File: src/rtl/i2c_seq_pkg.sv
`default_nettype none
// ============================================================================
//  Module      : i2c_seq_pkg
//  Description : Shared definitions for the I2C register-initialisation
//                sequencer. This package holds the state encoding and the
//                field positions of a configuration-table entry.
//                IDLE is encoded as all zeros, so the reset value of the
//                state register is IDLE. Every other state has one bit of
//                its own, which gives 8 one-hot bits for the 8 active states.
//  Revision    : 1.0 - initial release
// ============================================================================
package i2c_seq_pkg;

    // Table entry layout: {addr[15:0], data[7:0]}
    localparam int ADDR_MSB = 23;
    localparam int ADDR_LSB = 8;
    localparam int DATA_MSB = 7;

    localparam logic [7:0] ST_IDLE_ENC    = 8'b0000_0000;
    localparam logic [7:0] ST_PWR_DLY_ENC = 8'b0000_0001;
    localparam logic [7:0] ST_FETCH_ENC   = 8'b0000_0010;
    localparam logic [7:0] ST_LATCH_ENC   = 8'b0000_0100;
    localparam logic [7:0] ST_ISSUE_ENC   = 8'b0000_1000;
    localparam logic [7:0] ST_WAIT_WR_ENC = 8'b0001_0000;
    localparam logic [7:0] ST_VERIFY_ENC  = 8'b0010_0000;
    localparam logic [7:0] ST_NEXT_ENC    = 8'b0100_0000;
    localparam logic [7:0] ST_FIN_ENC     = 8'b1000_0000;

    typedef enum logic [7:0] {
        ST_IDLE    = ST_IDLE_ENC,
        ST_PWR_DLY = ST_PWR_DLY_ENC,
        ST_FETCH   = ST_FETCH_ENC,
        ST_LATCH   = ST_LATCH_ENC,
        ST_ISSUE   = ST_ISSUE_ENC,
        ST_WAIT_WR = ST_WAIT_WR_ENC,
        ST_VERIFY  = ST_VERIFY_ENC,
        ST_NEXT    = ST_NEXT_ENC,
        ST_FIN     = ST_FIN_ENC
    } seq_state_e;

    function automatic logic [15:0] entry_addr(input logic [23:0] entry);
        return entry[ADDR_MSB:ADDR_LSB];
    endfunction

    function automatic logic [7:0] entry_data(input logic [23:0] entry);
        return entry[DATA_MSB:0];
    endfunction

endpackage
`default_nettype wire

File: src/rtl/seq_delay_cnt.sv
`default_nettype none
// ============================================================================
//  Module      : seq_delay_cnt
//  Description : Loadable down-counter with a zero flag. A load has priority
//                over a decrement. When the count is zero, the counter holds
//                at zero.
//  Ports       : clk, rst      - clock, synchronous active-high reset
//                i_load        - load i_load_val into the counter
//                i_load_val    - value to load
//                i_dec         - decrement by one (saturates at zero)
//                o_zero        - count is zero
//  Revision    : 1.0 - initial release
// ============================================================================
module seq_delay_cnt #(
    parameter int WIDTH = 32
) (
    input  logic             clk,
    input  logic             rst,
    input  logic             i_load,
    input  logic [WIDTH-1:0] i_load_val,
    input  logic             i_dec,
    output logic             o_zero
);

    logic [WIDTH-1:0] count_q;
    logic [WIDTH-1:0] count_d;

    always_comb begin
        count_d = count_q;
        if (i_load) begin
            count_d = i_load_val;
        end else if (i_dec && (count_q != '0)) begin
            count_d = count_q - {{(WIDTH-1){1'b0}}, 1'b1};
        end
    end

    always_ff @(posedge clk) begin
        if (rst) begin
            count_q <= '0;
        end else begin
            count_q <= count_d;
        end
    end

    assign o_zero = (count_q == '0);

endmodule
`default_nettype wire

File: src/rtl/i2c_init_seq.sv
`default_nettype none
// ============================================================================
//  Module      : i2c_init_seq
//  Description : Register-initialisation sequencer. It walks a configuration
//                ROM of {addr[15:0], data[7:0]} entries and issues one
//                register write per entry to the I2C register-access
//                controller. A NACK causes a retry, up to MAX_RETRY times.
//                If the last retry also fails, the sequence aborts.
//  Option      : I2C_VERIFY_EN - when defined, each successful write is
//                followed by a read-back of the same register. A failed read
//                or a data mismatch counts as a NACK.
//  Ports       : Clk, Rst      - clock, synchronous active-high reset
//                start         - one-cycle start pulse (ignored while busy)
//                busy/done/err - status; err and err_index are sticky
//                lut_index     - ROM address; lut_data returns 1 cycle later
//                wrreg_req, rdreg_req, addr, wrdata, addr_mode, device_id,
//                dly_cnt_max   - controller request side
//                RW_Done, ack, rddata - controller completion side
//  Revision    : 1.0 - initial release
// ============================================================================
module i2c_init_seq
    import i2c_seq_pkg::*;
#(
    parameter int          LUT_SIZE    = 256,
    parameter logic [7:0]  DEVICE_ID   = 8'h78,
    parameter logic        ADDR_MODE   = 1'b1,
    parameter logic [31:0] PWR_DLY_CYC = 32'd1_000_000,
    parameter int          MAX_RETRY   = 3,
    parameter logic [31:0] GAP_CYC     = 32'd500
) (
    input  logic        Clk,
    input  logic        Rst,
    input  logic        start,
    output logic        busy,
    output logic        done,
    output logic        err,
    output logic [9:0]  err_index,
    output logic [9:0]  lut_index,
    input  logic [23:0] lut_data,
    output logic        wrreg_req,
    output logic        rdreg_req,
    output logic [15:0] addr,
    output logic        addr_mode,
    output logic [7:0]  wrdata,
    output logic [7:0]  device_id,
    output logic [31:0] dly_cnt_max,
    input  logic        RW_Done,
    input  logic        ack,
    input  logic [7:0]  rddata
);

    localparam int             RETRY_W  = $clog2(MAX_RETRY + 2);
    localparam logic [RETRY_W-1:0] RETRY_MAX = RETRY_W'(MAX_RETRY);
    localparam logic [9:0]     LAST_IDX = 10'(LUT_SIZE - 1);
    // The counter is loaded with N-1, so PWR_DLY lasts N cycles. It lasts a
    // minimum of one cycle, also when PWR_DLY_CYC is 0.
    localparam logic [31:0]    PWR_LOAD = (PWR_DLY_CYC == 32'd0) ? 32'd0
                                                                 : (PWR_DLY_CYC - 32'd1);

    seq_state_e         state_q, state_d;
    logic               busy_q, busy_d;
    logic               err_q, err_d;
    logic [9:0]         err_index_q, err_index_d;
    logic [9:0]         lut_index_q, lut_index_d;
    logic [RETRY_W-1:0] retry_q, retry_d;
    logic [15:0]        addr_q, addr_d;
    logic [7:0]         wrdata_q, wrdata_d;
`ifdef I2C_VERIFY_EN
    // The read request goes out in the first VERIFY cycle only.
    logic               rd_sent_q, rd_sent_d;
`endif

    logic w_dly_load;
    logic w_dly_dec;
    logic w_dly_zero;
    logic w_attempt_fail;

    seq_delay_cnt #(
        .WIDTH (32)
    ) u_pwr_dly (
        .clk        (Clk),
        .rst        (Rst),
        .i_load     (w_dly_load),
        .i_load_val (PWR_LOAD),
        .i_dec      (w_dly_dec),
        .o_zero     (w_dly_zero)
    );

    always_comb begin
        state_d        = state_q;
        busy_d         = busy_q;
        err_d          = err_q;
        err_index_d    = err_index_q;
        lut_index_d    = lut_index_q;
        retry_d        = retry_q;
        addr_d         = addr_q;
        wrdata_d       = wrdata_q;
`ifdef I2C_VERIFY_EN
        rd_sent_d      = rd_sent_q;
`endif
        w_dly_load     = 1'b0;
        w_dly_dec      = 1'b0;
        w_attempt_fail = 1'b0;

        case (state_q)
            ST_IDLE: begin
                if (start) begin
                    busy_d      = 1'b1;
                    err_d       = 1'b0;
                    lut_index_d = '0;
                    retry_d     = '0;
                    w_dly_load  = 1'b1;
                    state_d     = ST_PWR_DLY;
                end
            end
            ST_PWR_DLY: begin
                if (w_dly_zero) begin
                    state_d = ST_FETCH;
                end else begin
                    w_dly_dec = 1'b1;
                end
            end
            ST_FETCH: begin
                state_d = ST_LATCH;
            end
            ST_LATCH: begin
                addr_d   = entry_addr(lut_data);
                wrdata_d = entry_data(lut_data);
                state_d  = ST_ISSUE;
            end
            ST_ISSUE: begin
                state_d = ST_WAIT_WR;
            end
            ST_WAIT_WR: begin
                if (RW_Done) begin
                    if (ack) begin
                        w_attempt_fail = 1'b1;
                    end else begin
`ifdef I2C_VERIFY_EN
                        rd_sent_d = 1'b0;
                        state_d   = ST_VERIFY;
`else
                        state_d   = ST_NEXT;
`endif
                    end
                end
            end
`ifdef I2C_VERIFY_EN
            ST_VERIFY: begin
                if (!rd_sent_q) begin
                    rd_sent_d = 1'b1;
                end else if (RW_Done) begin
                    if (ack || (rddata != wrdata_q)) begin
                        w_attempt_fail = 1'b1;
                    end else begin
                        state_d = ST_NEXT;
                    end
                end
            end
`endif
            ST_NEXT: begin
                retry_d = '0;
                if (lut_index_q == LAST_IDX) begin
                    state_d = ST_FIN;
                end else begin
                    lut_index_d = lut_index_q + 10'd1;
                    state_d     = ST_FETCH;
                end
            end
            ST_FIN: begin
                busy_d  = 1'b0;
                state_d = ST_IDLE;
            end
            default: begin
                state_d = ST_IDLE;
            end
        endcase

        // A failed write or a failed read-back rewrites the same entry, until
        // the retry budget is used up.
        if (w_attempt_fail) begin
            if (retry_q < RETRY_MAX) begin
                retry_d = retry_q + {{(RETRY_W-1){1'b0}}, 1'b1};
                state_d = ST_ISSUE;
            end else begin
                err_d       = 1'b1;
                err_index_d = lut_index_q;
                state_d     = ST_FIN;
            end
        end
    end

    always_ff @(posedge Clk) begin
        if (Rst) begin
            state_q     <= ST_IDLE;
            busy_q      <= 1'b0;
            err_q       <= 1'b0;
            err_index_q <= '0;
            lut_index_q <= '0;
            retry_q     <= '0;
            addr_q      <= '0;
            wrdata_q    <= '0;
`ifdef I2C_VERIFY_EN
            rd_sent_q   <= 1'b0;
`endif
        end else begin
            state_q     <= state_d;
            busy_q      <= busy_d;
            err_q       <= err_d;
            err_index_q <= err_index_d;
            lut_index_q <= lut_index_d;
            retry_q     <= retry_d;
            addr_q      <= addr_d;
            wrdata_q    <= wrdata_d;
`ifdef I2C_VERIFY_EN
            rd_sent_q   <= rd_sent_d;
`endif
        end
    end

    assign busy        = busy_q;
    assign done        = (state_q == ST_FIN);
    assign err         = err_q;
    assign err_index   = err_index_q;
    assign lut_index   = lut_index_q;
    assign wrreg_req   = (state_q == ST_ISSUE);
    assign addr        = addr_q;
    assign wrdata      = wrdata_q;
    assign addr_mode   = ADDR_MODE;
    assign device_id   = DEVICE_ID;
    assign dly_cnt_max = GAP_CYC;

`ifdef I2C_VERIFY_EN
    assign rdreg_req = (state_q == ST_VERIFY) && !rd_sent_q;
`else
    assign rdreg_req = 1'b0;
    logic w_unused_rddata;
    assign w_unused_rddata = ^rddata;
`endif

endmodule
`default_nettype wire

File: config.mk
export PLATFORM = sky130hd
export DESIGN_NAME = i2c_init_seq
export DESIGN_NICKNAME = d
export VERILOG_FILES = /design/src/rtl/i2c_seq_pkg.sv /design/src/rtl/seq_delay_cnt.sv /design/src/rtl/i2c_init_seq.sv
export SDC_FILE = /design/constraint.sdc
export NUM_CORES = 1
export LEC_CHECK = 0
export ABC_AREA = 1
export BUFFER_PORTS_ARGS = -buffer_cell sky130_fd_sc_hd__buf_2
export CORE_UTILIZATION = 53
export CTS_CLUSTER_SIZE = 10
export DETAILED_ROUTE_END_ITERATION = 10
export GPL_ROUTABILITY_DRIVEN = 0
export PLACE_DENSITY = 0.8
export SYNTH_ARGS = -nofsm -noshare
export SYNTH_HDL_FRONTEND = slang
export SYNTH_SLANG_ARGS = --single-unit
File: constraint.sdc
create_clock -name Clk -period 2.3 [get_ports Clk]
set_clock_uncertainty 0.05 [all_clocks]
set_input_delay 0.23 -clock Clk [delete_from_list [all_inputs] [get_ports Clk]]
set_output_delay 0.23 -clock Clk [all_outputs]
set_load 0.05 [all_outputs]
**Yosys cells after proc, flatten, opt, wreduce, memory -nomap -nowiden**

Index checks and enable logic that the tools add are counted.

- Add/subtract/negate cells: 3
- Magnitude comparators: 1
- Equality and inequality tests: 14
- Muxes and demuxes: 30
- Bitwise gates (word level): 1
- Reductions and logical operators: 12

Operators by type and width:

| operator | count |
|---|---|
| $mux W8 | 7 |
| $pmux W8 S7 | 1 |
| $mux W20 | 2 |
| $logic_not A32 Y1 | 1 |
| $reduce_bool A32 Y1 | 1 |
| $sub A32 B1 Y32 const B | 1 |
| $mux W10 | 2 |
| $pmux W10 S2 | 1 |
| $mux W1 | 12 |
| $add A10 B1 Y10 const B | 1 |
| $eq A10 B8 Y1 const B | 1 |
| $mux W3 | 3 |
| $ne A3 B3 Y1 const B | 3 |
| $eq A8 B1 Y1 const B | 1 |
| $eq A8 B2 Y1 const B | 1 |
| $eq A8 B3 Y1 const B | 1 |
| $eq A8 B4 Y1 const B | 1 |
| $eq A8 B5 Y1 const B | 1 |
| $eq A8 B7 Y1 const B | 1 |
| $eq A8 B8 Y1 const B | 1 |
| $logic_not A8 Y1 | 1 |
| $pmux W3 S2 | 1 |
| $reduce_bool A2 Y1 | 3 |
| $ne A2 B2 Y1 const B | 2 |
| 10 further kinds | 11 |

- Flip-flop bits (word level): 89

**Longest topological paths before layout**

Gate-level depths: netlist (run 1).

- Depth after elaboration: 6
- Depth in mapped cells: 13
- Mapped depth without buffers: 12

**Hierarchy**

From an unflattened synthesis (run 1), not the netlist that was laid out.

- Cell total of the unflattened synthesis: 790
- Area, all modules: 5268.8 µm²

Modules (own cells, without submodules):

| module | times used | cells each | area each (µm²) | seq. area each (µm²) |
|---|---|---|---|---|
| i2c_init_seq | 1 | 387 | 2834.0 | 1121.1 |
| seq_delay_cnt | 1 | 403 | 2434.8 | 640.6 |

**Worst setup path after synthesis (run 1)**

OpenSTA, ideal clock, no wires.

- Kind: register to register
- Start: register state_q[2]
- End: register busy_q, in the netlist busy
- Library setup time: 0.132 ns
- Arrival: 2.357 ns
- Data required time: 2.118 ns
- Path slack: -0.239 ns
- Stages on the path, launching flop included: 7
- Path buffers: 0
- Clock period less this slack: 2.539 ns
- Cell sequence: dfxtp_1 > nor2_2 > nand2_2 > nor4_1 > inv_1 > nand2_1 > a21oi_1

- Word-level cells in the longest chain between the ends: 3
- Elaborated cells on any way between the ends: 6
- Those cells by class: eq/ne: 2; mux: 1; reduce/logical: 3

Ends and longest elaborated chain:

| what | RTL line | RTL |
|---|---|---|
| start: declaration | i2c_init_seq.sv:60 | `seq_state_e state_q, state_d;` |
| start signal: assignment | i2c_init_seq.sv:207 | `state_q <= state_d;` |
| $eq A8 B8 Y1 (*) | n/a |  |
| net done | i2c_init_seq.sv:35 | `output logic done,` |
| $reduce_bool A2 Y1 (no source line) | n/a |  |
| $reduce_and A2 Y1 (no source line) | n/a |  |
| end signal: assignment | i2c_init_seq.sv:208 | `busy_q <= busy_d;` |
| end: declaration | i2c_init_seq.sv:61 | `logic busy_q, busy_d;` |

Mark *: on every way through the listed nets, which the timed path passes. The rest lies on a longest branch.
A chain may end at the register's enable or synchronous reset.

**Worst setup path in the final report (run 1)**

- Start: register lut_index_q[1], in the netlist lut_index[1]
- End: register lut_index_q[3], in the netlist lut_index[3]

- Word-level cells in the longest chain between the ends: 3
- Elaborated cells on any way between the ends: 6
- Those cells by class: add/sub: 1; eq/ne: 2; mux: 2; reduce/logical: 1

Ends and longest elaborated chain:

| what | RTL line | RTL |
|---|---|---|
| start: declaration | i2c_init_seq.sv:64 | `logic [9:0] lut_index_q, lut_index_d;` |
| start signal: assignment | i2c_init_seq.sv:211 | `lut_index_q <= lut_index_d;` |
| $add A10 B1 Y10 / $eq A10 B8 Y1 (equally long branches) | i2c_init_seq.sv:166, i2c_init_seq.sv:163 |  |
| $mux W10 / $ne A2 B2 Y1 (equally long branches) | n/a |  |
| $pmux W10 S2 / $reduce_and A3 Y1 (equally long branches) | n/a |  |

Several ways; a longest one is shown, not always the timed one. The select of a mux whose other input is x is not followed.

==> run metrics, run 1 <==
Routed Wire Length 10400 um; M2 GR Usage 0.389; cell row count 34; Hold WC Path Type in -> reg; Initial Util 0.547; Vias/cell 5.04; CTS root buffer clkbuf_8; relative slew slack 0.524; YS warnings 0; hold buffer count at CTS 0; Pwr Density 728 nW/um^2; fin area 5290 um^2; Setup crit end kind register; Clock Tree Buf Depth 2; Die Ht 96.9 um; DP Area 5070 um^2; I/O Buffers 76; fin. max-slew vios 0; Setup TNS Final 0 ns; Post-DRT Antenna Nets 0; Pre-Repair DR Iteration Count 5; initial antenna violation count 0; status completed; Cell Area, Synth 4770 um^2; met3 Track Usage GR 0.0434; Tmin final 2.00 ns; IO Pins 127; Hold EP addr[7]$_SDFFE_PP0P_; Core ar. 8720 um^2; Pleak 2.54 nW; sequential element share of the synthesized area 0.369; xor/xnor share of the synthesized area 0.0330; # nets final 810; die width 96.9 um; simple-gate share of the synthesized area 0.326; Post-synth EDFFs 0; first-pass GRT wire length 17400 um; largest family of logic cells by synthesized area simple AND/OR/NAND/NOR gates; RSZ-0062 raised after global routing false; Clock Latency Late Sink 0.36 ns; Max-Cap Viols 0; reg-to-reg slack, setup 0.30 ns; Peak VDD IR 561 uV; Setup Viol. Count Final 0; worst hold margin 0.0616 ns; Max FO, Critical Path 8; main flop type after synthesis dfxtp_1; Synth Area in Adders 0.0105; Crit Reg-Reg Endpoint lut_index[3]$_SDFFE_PP0P_; Synth Area per Inst 6.83 um^2; Synth Area in Compound Gates 0.112; arrival time at the worst endpoint 2.21 ns; CTS Buf Count 9; Post-CTS Setup Bufs 0; crit start category register; dpl cells 866; Worst Hold Launch lut_data[15]; Finished Layout Cells 882; CTS tree done; Clock Sink Count 88; Resized cells post-CTS 0; Iteration-0 DRC Markers 126; Tot Pwr 3.85 mW; worst-case reg-to-reg path depth 9; via count 4448; worst path required time 2.51 ns; CTS H-tree lvls 3; detailed placement HPWL 7530 um; gr busiest metal met2; critical path class reg -> reg; register bit total from synthesis 88; n_diodes 0; Wirelength per Cell 11.8 um; FMAX 0.500 GHz; synth unique cells 37; reg-to-reg startpoint lut_index[1]$_SDFFE_PP0P_; final hold vios 0; Overflow after GRT 0; share of cells above drive strength 1 0.176; hold depth 3; GRT Util Overall 0.220; Worst-Margin Slew 0.714 ns; area delta synth->final 10.7%; post-route clock period utilization 0.870; asr flop ratio synth 0; Syn Inst Count 699; Reg clk slew, reported paths 0.10 ns; mux contribution to synthesized area 0; # DRC 0; largest net degree at the start of global routing 35; met1 global-route usage 0.271; vias in the first global route 3920; area of the die 9390 um^2
## cells in the final DEF, fill, tap and decap left out, types with 13 or more instances in the layout
| cell | count |
|---|---|
| nand2_1 | 128 |
| inv_1 | 64 |
| nor2_1 | 119 |
| dfxtp_1 | 88 |
| conb_1 | 42 |
| nand4_1 | 13 |
| a21oi_1 | 53 |
| xor2_1 | 14 |
| o21ai_0 | 43 |
| nor2_2 | 13 |
| buf_2 | 76 |
| nand3_1 | 46 |
## synth_stat cells (2+ instances only)
master / count / area [um^2]
a21boi_1: 3 / 22.5
a21oi_1: 53 / 265
buf_2: 9 / 45.0
buf_4: 43 / 323
buf_6: 3 / 33.8
clkbuf_1: 10 / 37.5
clkinv_1: 2 / 7.51
conb_1: 2 / 7.51
dfxtp_1: 88 / 1760
ha_1: 4 / 50.1
inv_1: 64 / 240
inv_2: 4 / 15.0
nand2_1: 128 / 480
nand2_2: 5 / 31.3
nand2_4: 2 / 22.5
nand3_1: 46 / 230
nand3_2: 2 / 20.0
nand3b_1: 4 / 30.0
nand4_1: 13 / 81.3
nor2_1: 119 / 447
nor2_2: 13 / 81.3
nor2_4: 2 / 22.5
nor3_1: 4 / 20.0
nor3_2: 3 / 30.0
nor4_1: 2 / 12.5
o21ai_0: 43 / 215
o21ai_1: 2 / 10.0
xnor2_1: 4 / 35.0
xor2_1: 14 / 123
## critical path: stages (launching register included)
cell and delay (ns):
dfxtp_1 0.44, ha_1 0.26, nand3_1 0.12, nor2_1 0.21, nand4_1 0.17, nand2_1 0.13, nand2_2 0.12, inv_2 0.18
nor2_1 0.06, o21a_1 0.16
## routing by layer
metal / part of all wire / wire, um
met5: 0 / 0
met4: 0.010 / 108
met3: 0.050 / 515
met1: 0.44 / 4600
met2: 0.50 / 5150
## worst max path at each step
stage | start | end | slack (ns) | cells after the start
detailed placement | state_q[0]$_SDFFE_PP0P_ | err_index[2]$_SDFFE_PP0P_ | 0.36 | 8
global placement | lut_index[1]$_SDFFE_PP0P_ | lut_index[3]$_SDFFE_PP0P_ | 0.42 | 9
global route | state_q[1]$_SDFFE_PP0P_ | err_index[2]$_SDFFE_PP0P_ | 0.01 | 8
floorplan | lut_index[0]$_SDFFE_PP0P_ | lut_index[3]$_SDFFE_PP0P_ | 0.20 | 9
finish | lut_index[1]$_SDFFE_PP0P_ | lut_index[3]$_SDFFE_PP0P_ | 0.30 | 9
CTS | lut_index[1]$_SDFFE_PP0P_ | lut_index[3]$_SDFFE_PP0P_ | 0.32 | 9
## registers in the layout (all words and copies together), names as in the netlist
name,count
u_pwr_dly.count_q,32
addr,16
err_index,10
lut_index,10
wrdata,8
state_q,7
retry_q,3
busy,1
err,1
## logic make-up (layout without fill, tap and decap cells)
group,after synthesis,in the layout
DFF,88,88
other,2,42
buffers and inverters,135,170
and+or+nand+nor,348,348
xor gates and xnor gates,18,18
adders and majority gates,4,4
AOI/OAI and AO/OA,104,104
## where the power goes
group          switching, mW  internal, mW  leakage, nW
logic                  0.772         0.286         1.71
clock network          0.592         0.549        0.109
registers             0.0635          1.58        0.713
total                   1.43          2.42         2.54
## stage by stage
step / util / worst slack (ns)
after floorplan: - / 0.204
after CTS: 0.606 / 0.322
final: 0.606 / 0.300
after detailed placement: 0.581 / 0.355
after global placement: 0.581 / 0.416
after global routing: 0.606 / 0.0139
## layout make-up
cell class	count	area [um^2]
Clock buffer	10	138
Clock inverter	6	76.3
Fill cell	816	3440
Tap cell	108	135
Inverter	70	263
Multi-Input combinational cell	516	2470
Sequential cell	88	1760
Timing Repair Buffer	84	440
No activity file was read; power rests on OpenSTA's default activity.
==> run 2, diff against run 1 <==
--- a/config.mk
+++ b/config.mk
@@ -5,13 +5,13 @@
 export SDC_FILE = /design/constraint.sdc
 export NUM_CORES = 1
 export LEC_CHECK = 0
-export ABC_AREA = 1
 export BUFFER_PORTS_ARGS = -buffer_cell sky130_fd_sc_hd__buf_2
-export CORE_UTILIZATION = 53
+export CORE_UTILIZATION = 52
 export CTS_CLUSTER_SIZE = 10
 export DETAILED_ROUTE_END_ITERATION = 10
 export GPL_ROUTABILITY_DRIVEN = 0
 export PLACE_DENSITY = 0.8
+export SKIP_CTS_REPAIR_TIMING = 1
 export SYNTH_ARGS = -nofsm -noshare
 export SYNTH_HDL_FRONTEND = slang
 export SYNTH_SLANG_ARGS = --single-unit
==> run metrics, run 2 <==
area used by multi-input combinational logic 2360 um^2 (-4.6%); Sequential cell area 1760 um^2 (+0.14%); asr flop ratio synth 0 (unchanged); Worst-Margin Slew 0.666 ns (-0.0481 ns); sequential element share of the synthesized area 0.407 (+0.0381); fin. max-slew vios 0 (unchanged); synth cell count leaders 88 x dfxtp_1, 70 x nand2_1, 48 x a21oi_1; area of the die 8690 um^2 (-7.5%); CP top delay family simple AND/OR/NAND/NOR gates; worst path required time 2.56 ns (+0.05 ns); n_diodes 0 (unchanged); critical path class reg -> reg; Peak VDD IR 435 uV (-22%); cell row count 32 (-5.9%); most common cell in the netlist dfxtp_1; CTS tree done; first-pass GRT wire length 16400 um (-6.0%); met1 global-route usage 0.277 (+0.00558); Hold EP wrdata[4]$_SDFFE_PP0P_; Syn Inst Count 508 (-27%); CTS root buffer clkbuf_8; Vias/cell 5.45 (+8.0%); Core ar. 7890 um^2 (-9.6%); crit start category register; main flop type after synthesis dfxtp_1; fin area 5270 um^2 (-0.33%); cell taking the most area after synthesis dfxtp_1; met3 Track Usage GR 0.0325 (-0.0108); Clock Sink Count 88 (unchanged); Routed Wire Length 10200 um (-1.5%); Pleak 2.17 nW (-14%); largest net degree at the start of global routing 47 (+34%); slowest CP cell or4b_4; Synth Area per Inst 8.51 um^2 (+25%); M2 GR Usage 0.427 (+0.0376); Setup Viol. Count Final 0 (unchanged); Wirelength per Cell 14.2 um (+20%); reg-to-reg slack, setup 0.01 ns (-0.29 ns); Overflow after GRT 0 (unchanged); Max-Cap Viols 0 (unchanged); vias in the first global route 3639 (-7.2%); Initial Util 0.548 (+0.00118); Post-synth EDFFs 0 (unchanged); RSZ-0062 raised after global routing true; # nets final 655 (-19%); gr busiest metal met2; Clock Latency Late Sink 0.37 ns (about the same); FMAX 0.438 GHz (-12%); GRT Util Overall 0.237 (+0.0174); arrival time at the worst endpoint 2.55 ns (+0.34 ns); Die Ht 93.2 um (-3.8%); Max FO, Critical Path 5 (-3); Tot Pwr 3.72 mW (-3.4%); worst hold margin 0.0361 ns (-0.0255 ns); die width 93.2 um (-3.8%); Hold WC Path Type in -> reg; worst stage delay on the critical path 0.54 ns (+0.10 ns); CTS H-tree lvls 3 (unchanged); Cell Area, Synth 4330 um^2 (-9.4%); IO Pins 127 (unchanged); status completed; post-route clock period utilization 0.994 (+0.124); via count 3927 (-12%); Reg clk slew, reported paths 0.10 ns (about the same); share of cells above drive strength 1 0.275 (+0.0989); Tmin final 2.29 ns (+0.285 ns); hold depth 3 (unchanged); Pwr Density 706 nW/um^2 (-3.1%); Synth top area share 0.407 (+0.0381); main area contributors after synthesis dfxtp_1 41%, buf_4 7.6%, nand2_1 6.1%; synth unique cells 58 (+57%); commonest cells after routing, fill and taps aside 86 x dfxtp_1, 74 x buf_2, 70 x nand2_1; reg-to-reg startpoint state_q[0]$_SDFFE_PP0P_; Setup crit end kind register; Crit Reg-Reg Endpoint retry_q[0]$_SDFF_PP0_; Worst Path Buf+Inv 0 (-1); area delta synth->final 21.8%; DP Area 4940 um^2 (-2.6%); # DRC 0 (unchanged); critical path, cell by cell or4_4 -> or4b_4 -> or3b_4 -> or2_1 -> a21oi_2; initial antenna violation count 0 (unchanged); detailed placement HPWL 7280 um (-3.3%); Iteration-0 DRC Markers 207 (+64%); Pre-Repair DR Iteration Count 4 (-1); register bit total from synthesis 88 (unchanged); commonest non-fill, non-tap cell in the layout dfxtp_1; max reg flops 32 (unchanged); I/O Buffers 76 (unchanged); Worst Hold Launch lut_data[4]; CTS Buf Count 9 (unchanged); final hold vios 0 (unchanged); Post-DRT Antenna Nets 0 (unchanged); worst-case reg-to-reg path depth 5 (-4); relative slew slack 0.554 (+0.0305); FILL cells 603 (-26%); Clock Tree Buf Depth 2 (unchanged); most flop-heavy register u_pwr_dly.count_q; YS warnings 0 (unchanged)
-- run 2: cell count changes after synthesis, sizes merged, moves of 9 or more --
cell / change
o31ai: +9
or4: +13
nor4: +10
a31oi: +10
inv: -60
nand2: -65
mux2i: +17
or3: +12
o21ai: -36
nand3: -38
nor2: -88
xor2: -13
-- run 2: final cells by class --
cell class                 instances  share of cell area
sequential                        88               0.335
timing repair buffer             120               0.145
multi-input combinational        387               0.448
clock inverter                     7              0.0190
inverter                           8             0.00570
tap                              102              0.0242
clock buffer                       9              0.0235
-- run 2: tightest hold or removal path: stages --
cell and delay [ns]:
buf_2 0.09, nand2_1 0.04, a21oi_1 0.05
-- run 2: where the power goes --
group | internal, mW | leakage, nW | total (mW) | switching [mW]
logic | 0.297 | 1.35 | 0.887 | 0.590
registers | 1.58 | 0.714 | 1.63 | 0.0509
clock network | 0.623 | 0.115 | 1.20 | 0.580
total | 2.50 | 2.17 | 3.72 | 1.22
-- run 2: logic make-up after synthesis --
logic type,count (synthesis),share of synthesized area
adder cells (fa/ha/maj),4,0.0116
multiplexers,19,0.0445
XOR/XNOR,9,0.0182
buffers and inverters,73,0.104
AND/OR/NAND/NOR,216,0.259
other,2,0.00174
AO/OA/AOI/OAI,97,0.154
flip-flops,88,0.407
-- run 2: worst max-delay path by stage --
stage / slack [ns] / end / cells past startpoint / start
floorplan: -0.007 / err_index[9]$_SDFFE_PP0P_ / 6 / state_q[0]$_SDFFE_PP0P_
global placement: 0.04 / retry_q[0]$_SDFF_PP0_ / 5 / state_q[0]$_SDFFE_PP0P_
detailed placement: 0.02 / u_pwr_dly.count_q[18]$_SDFFE_PP0P_ / 7 / u_pwr_dly.count_q[18]$_SDFFE_PP0P_
CTS: -0.07 / wrreg_req / 5 / state_q[4]$_SDFFE_PP0P_
global route: -0.03 / retry_q[0]$_SDFF_PP0_ / 5 / state_q[0]$_SDFFE_PP0P_
finish: 0.01 / retry_q[0]$_SDFF_PP0_ / 5 / state_q[0]$_SDFFE_PP0P_
-- run 2: routing by layer --
layer	routed length, um	up-vias
met5	0	-
met4	179	0
met3	447	15
met2	5360	129
met1	4230	1847
li1	-	1936
-- run 2: metrics by stage --
| step | utilization | std cells | setup WS (ns) | TNS [ns] |
|---|---|---|---|---|
| 4_1_cts | 0.655 | 718 | -0.0718 | -0.0886 |
| 3_3_place_gp | 0.626 | 702 | 0.0383 | 0 |
| 6_report | 0.668 | 721 | 0.0144 | 0 |
| 2_1_floorplan | - | 548 | -0.00721 | -0.0560 |
| 5_1_grt | 0.668 | 721 | -0.0262 | -0.0571 |
| 3_5_place_dp | 0.626 | 702 | 0.0174 | 0 |
